[src/rtl/serial_arith_pkg.sv]
// Shared types and constants for the bit-serial arithmetic blocks.
package serial_arith_pkg;

    localparam int SUB_DEFAULT_WIDTH = 8;

    typedef enum logic [1:0] {
        S_IDLE,
        S_RUN,
        S_DONE
    } sub_state_t;

endpackage

[src/rtl/serial_subtractor_full_subtractor.sv]
// One-bit full subtractor: the single arithmetic cell reused every clock by the serial subtractor.
module full_subtractor (
    input  logic a,
    input  logic b,
    input  logic borrow_in,
    output logic diff,
    output logic borrow_out
);

    assign diff       = a ^ b ^ borrow_in;
    assign borrow_out = (~a & b) | (~(a ^ b) & borrow_in);

endmodule

[src/rtl/serial_subtractor.sv]
// Bit-serial LSB-first unsigned subtractor: diff = a - b - borrow_in, one bit per clock,
// with valid/ready handshakes on both operand and result sides.
module serial_subtractor
    import serial_arith_pkg::*;
#(
    parameter int WIDTH = SUB_DEFAULT_WIDTH
) (
    input  logic             clk,
    input  logic             rst,
    input  logic             in_valid,
    output logic             in_ready,
    input  logic [WIDTH-1:0] a,
    input  logic [WIDTH-1:0] b,
    input  logic             borrow_in,
    output logic             out_valid,
    input  logic             out_ready,
    output logic [WIDTH-1:0] diff,
    output logic             borrow_out,
    output logic             busy
);

    localparam int CW = $clog2(WIDTH + 1);
    localparam logic [CW-1:0] CNT_LAST = CW'(WIDTH - 1);

    sub_state_t       state_q, state_d;
    logic [WIDTH-1:0] a_sr_q, a_sr_d;
    logic [WIDTH-1:0] b_sr_q, b_sr_d;
    logic [WIDTH-1:0] d_sr_q, d_sr_d;
    logic             brw_q, brw_d;
    logic [CW-1:0]    cnt_q, cnt_d;
    logic [WIDTH-1:0] diff_q, diff_d;
    logic             bout_q, bout_d;

    logic             fs_diff;
    logic             fs_borrow;
    logic [WIDTH-1:0] d_shift;

    full_subtractor u_fs (
        .a          (a_sr_q[0]),
        .b          (b_sr_q[0]),
        .borrow_in  (brw_q),
        .diff       (fs_diff),
        .borrow_out (fs_borrow)
    );

    // New difference bit enters at the MSB so the LSB-first stream lands in order.
    generate
        if (WIDTH == 1) begin : g_w1
            assign d_shift = fs_diff;
        end else begin : g_wn
            assign d_shift = {fs_diff, d_sr_q[WIDTH-1:1]};
        end
    endgenerate

    always_comb begin
        state_d = state_q;
        a_sr_d  = a_sr_q;
        b_sr_d  = b_sr_q;
        d_sr_d  = d_sr_q;
        brw_d   = brw_q;
        cnt_d   = cnt_q;
        diff_d  = diff_q;
        bout_d  = bout_q;
        case (state_q)
            S_IDLE: begin
                if (in_valid) begin
                    a_sr_d  = a;
                    b_sr_d  = b;
                    brw_d   = borrow_in;
                    cnt_d   = '0;
                    state_d = S_RUN;
                end
            end
            S_RUN: begin
                a_sr_d = a_sr_q >> 1;
                b_sr_d = b_sr_q >> 1;
                d_sr_d = d_shift;
                brw_d  = fs_borrow;
                cnt_d  = cnt_q + 1'b1;
                if (cnt_q == CNT_LAST) begin
                    diff_d  = d_shift;
                    bout_d  = fs_borrow;
                    state_d = S_DONE;
                end
            end
            S_DONE: begin
                if (out_ready) begin
                    state_d = S_IDLE;
                end
            end
            default: state_d = S_IDLE;
        endcase
    end

    always_ff @(posedge clk) begin
        if (rst) begin
            state_q <= S_IDLE;
            a_sr_q  <= '0;
            b_sr_q  <= '0;
            d_sr_q  <= '0;
            brw_q   <= 1'b0;
            cnt_q   <= '0;
            diff_q  <= '0;
            bout_q  <= 1'b0;
        end else begin
            state_q <= state_d;
            a_sr_q  <= a_sr_d;
            b_sr_q  <= b_sr_d;
            d_sr_q  <= d_sr_d;
            brw_q   <= brw_d;
            cnt_q   <= cnt_d;
            diff_q  <= diff_d;
            bout_q  <= bout_d;
        end
    end

    assign in_ready   = (state_q == S_IDLE);
    assign out_valid  = (state_q == S_DONE);
    assign busy       = (state_q != S_IDLE);
    assign diff       = diff_q;
    assign borrow_out = bout_q;

endmodule

[config.mk]
export PLATFORM = sky130hd
export DESIGN_NAME = serial_subtractor
export DESIGN_NICKNAME = d
export VERILOG_FILES = /design/src/rtl/serial_arith_pkg.sv /design/src/rtl/serial_subtractor_full_subtractor.sv /design/src/rtl/serial_subtractor.sv
export SDC_FILE = /design/constraint.sdc
export NUM_CORES = 1
export LEC_CHECK = 0
export ABC_CLOCK_PERIOD_IN_PS = 1580
export BUFFER_PORTS_ARGS = -buffer_cell sky130_fd_sc_hd__buf_2
export CAP_MARGIN = 15
export CELL_PAD_IN_SITES_DETAIL_PLACEMENT = 0
export CELL_PAD_IN_SITES_GLOBAL_PLACEMENT = 1
export CORE_ASPECT_RATIO = 0.8
export CORE_MARGIN = 5
export CORE_UTILIZATION = 38
export DETAILED_ROUTE_END_ITERATION = 8
export PLACE_DENSITY = 0.82
export SKIP_LAST_GASP = 1
export SYNTH_ARGS = -nofsm -noshare
export SYNTH_HDL_FRONTEND = slang
export SYNTH_SLANG_ARGS = --single-unit
[constraint.sdc]
create_clock -name clk -period 1.58 [get_ports clk]
set_input_delay 0.316 -clock clk [delete_from_list [all_inputs] [get_ports clk]]
set_output_delay 0.316 -clock clk [all_outputs]
set_load 0.1 [all_outputs]
==> flow_summary.ini <==
[route]
viasPerCell = 5.15
ant_nets = 0
drc = 0
drtPass1Iterations = 4
routedWlPerCell_um = 13.5
vias = 1437
drt_wl_total_um = 3780
first_iter_violations = 79

[worst_setup_path]
rr_worst_depth = 5
cp.required_ns = 1.26
crit_start = state_q[1]
arrival_ns = 1.17
reg2reg_to = diff[5]
cp_max_fo = 8
cp-end-kind = output port
reg2reg_from = cnt_q[0]
path_class = flop to output port
startpoint_type = flop
rrSetupSlack_ns = 0.14

[clock_network]
cts_tree = done
cts_buffers = 5
clk_path_buf_depth = 2
clkTransAtPathRegs_ns = 0.07
htree_num_levels = 2
ctsRootBufferMaster = clkbuf_8
cts_hold_buffers = 0
clock_sinks = 39
clock_latency_ns = 0.29

[yosys]
synth_cell_type_count = 31
async_flop_share_pct = 0
synth_flop_cell = dfxtp_1
ys_seq_area_share_pct = 46.5
synth_nets = 214
ys_ff_latch = 39
synthCells = 191
yosys_warnings = 0
avgSynthCellArea_um2 = 8.79
syn_area_um2 = 1680
synth_edf_count = 0

[sta]
fin_crit_sh_pct = 93.9
period_needed_ns = 1.48
maxSlewViolCount = 0
final-hold-violation-count = 0
timing.slew.headroom_pct = 67.6
rsz0062_at_grt = false
clock.fmax_ghz = 0.674
finalSetupViolCount = 0
tightest_slew_ns = 0.486
fin_worst_skew_ns = 0.00793

[layout]
stdcell_count = 279
antenna-diode-count = 0
final_nets = 244
drive_gt1_share_pct = 27.9
fin_util_pct = 48.7
area_delta_synth_final_pct = 22.8

[pwr]
p_sw_uw = 523
powerDensity_nw_per_um2 = 1050
ir_worst_vdd_uv = 492
p_sw_share_pct = 24.1
clkPwrFrac_pct = 39.2
power.share.sequential_pct = 48.9
p_leak_uw = 0.000824
combPwrFrac_pct = 11.9
internal_power_uw = 1650

[run]
maxCapViolations = 0

[placed_design]
dp_hpwl_um = 2580
placed_cells = 271
portBuffers = 32
gp_congestion = 0.706

[floorplanning]
start_util_pct = 39.7
num_io_pins = 33
rows = 21
coreArea_um2 = 4230
die_x_um = 84.3
die-area_um2 = 5860
die_y_um = 69.5

[hold_path]
hold_path_end = b_sr_q[7]
holdCritStartpoint = b[7]
worstHoldPathCells = 3
hp-class = input port to flop

[global_route]
grt_max_degree = 24
antenna_found_initial = 0
grt_pass1_vias = 1353
gr-total-overflow = 0
grt_pass1_wl_um = 6330
grt_usage_pct = 13.6

[status]
status = completed
## final cells by class
cell class	count	area [um2]
flip-flops and latches	39	786
multi-input cells	130	795
inverters	6	22.5
clock inverters	2	35.0
repair buffers	39	270
clock buffers	6	82.6
fillers	434	2170
well taps	57	71.3
## sequential cells by signal (all words and copies together), names as in the netlist
name and flops:
cnt_q 4, b_sr_q 8, d_sr_q 7, a_sr_q 8, brw_q 1, borrow_out 1
state_q 2, diff 8
## repair_timing
| item | CTS | global route |
|---|---|---|
| buffers inserted | 0 | 1 |
| cloned | 0 | 0 |
| pin swaps | 0 | 1 |
| endpoints found under the setup margin | 2 | 1 |
| resized for setup | 2 | 2 |
## power by group through the flow
stage	clock [uW]	sequential, uW	combinational, uW
after floorplan	0	1070	191
after global placement	0	1080	268
after detailed placement	0	1080	268
after CTS	885	1060	269
after global routing	915	1070	287
final	849	1060	258
## kinds of logic (layout without fill, tap and decap cells)
kind of cell | after synthesis | after routing | share of synthesized area [%]
compound gates | 65 | 65 | 28.5
fa+ha+maj | 2 | 2 | 1.94
buf+inv | 22 | 53 | 6.78
flops | 39 | 39 | 46.5
mux | 1 | 1 | 0.596
simple gates | 62 | 62 | 15.6
## cell usage after synthesis, types with 4 or more instances
cell type / number / area, um2
dfxtp_1: 39 / 781
nor2_1: 27 / 101
nand2_1: 19 / 71.3
a21oi_1: 17 / 85.1
a211oi_1: 14 / 105
nand3_1: 10 / 50.1
a21bo_2: 8 / 80.1
o2bb2ai_1: 8 / 70.1
inv_1: 6 / 22.5
o22ai_1: 6 / 37.5
buf_4: 5 / 37.5
clkbuf_1: 5 / 18.8
buf_2: 4 / 20.0
## stage by stage
step	cell area (um2)	hold WS (ns)	TNS [ns]	worst slack [ns]	total power, uW
detailed placement	1950	0.448	0	0.170	1350
CTS	2070	0.270	0	0.00233	2210
floorplan	1690	0.437	-0.617	-0.449	1260
finish	2060	0.285	0	0.0967	2170
global route	2060	0.320	0	0.0350	2270
global placement	1950	0.447	0	0.191	1350
## layer usage
| metal | vias to the layer above | wire length, um | track usage (%) |
|---|---|---|---|
| met4 | 0 | 85 | 7.14 |
| met2 | 38 | 1610 | 19.2 |
| met1 | 654 | 1870 | 17.7 |
| met3 | 9 | 215 | 5.23 |
| met5 | - | 0 | 0 |
| li1 | 736 | - | - |
## worst max-delay path, stage by stage, from the launching register on
cell	delay [ns]
dfxtp_2	0.42
nor2b_2	0.25
buf_12	0.20
## worst max path at each step
stage / end / cells after the start
after global routing: diff[5] / 5
after floorplan: busy / 4
after detailed placement: diff[5] / 5
final: out_valid / 2
after CTS: busy / 4
after global placement: diff[5] / 5
## cells in the final DEF (no fill, tap or decap), types with 2 or more instances in the layout
cell / synthesis / layout
a22oi_1: 2 / 2
a21oi_1: 17 / 17
dfxtp_1: 39 / 37
clkbuf_8: 0 / 6
a21bo_2: 8 / 8
nand2_1: 19 / 19
inv_1: 6 / 5
buf_4: 5 / 6
a32oi_1: 2 / 2
nor2_1: 27 / 26
o2bb2ai_1: 8 / 8
buf_2: 4 / 29
a221oi_1: 2 / 2
buf_12: 0 / 4
nand2b_1: 2 / 2
o22ai_1: 6 / 6
nand3_1: 10 / 10
a211oi_1: 14 / 14
No activity file was read; power rests on OpenSTA's default activity.
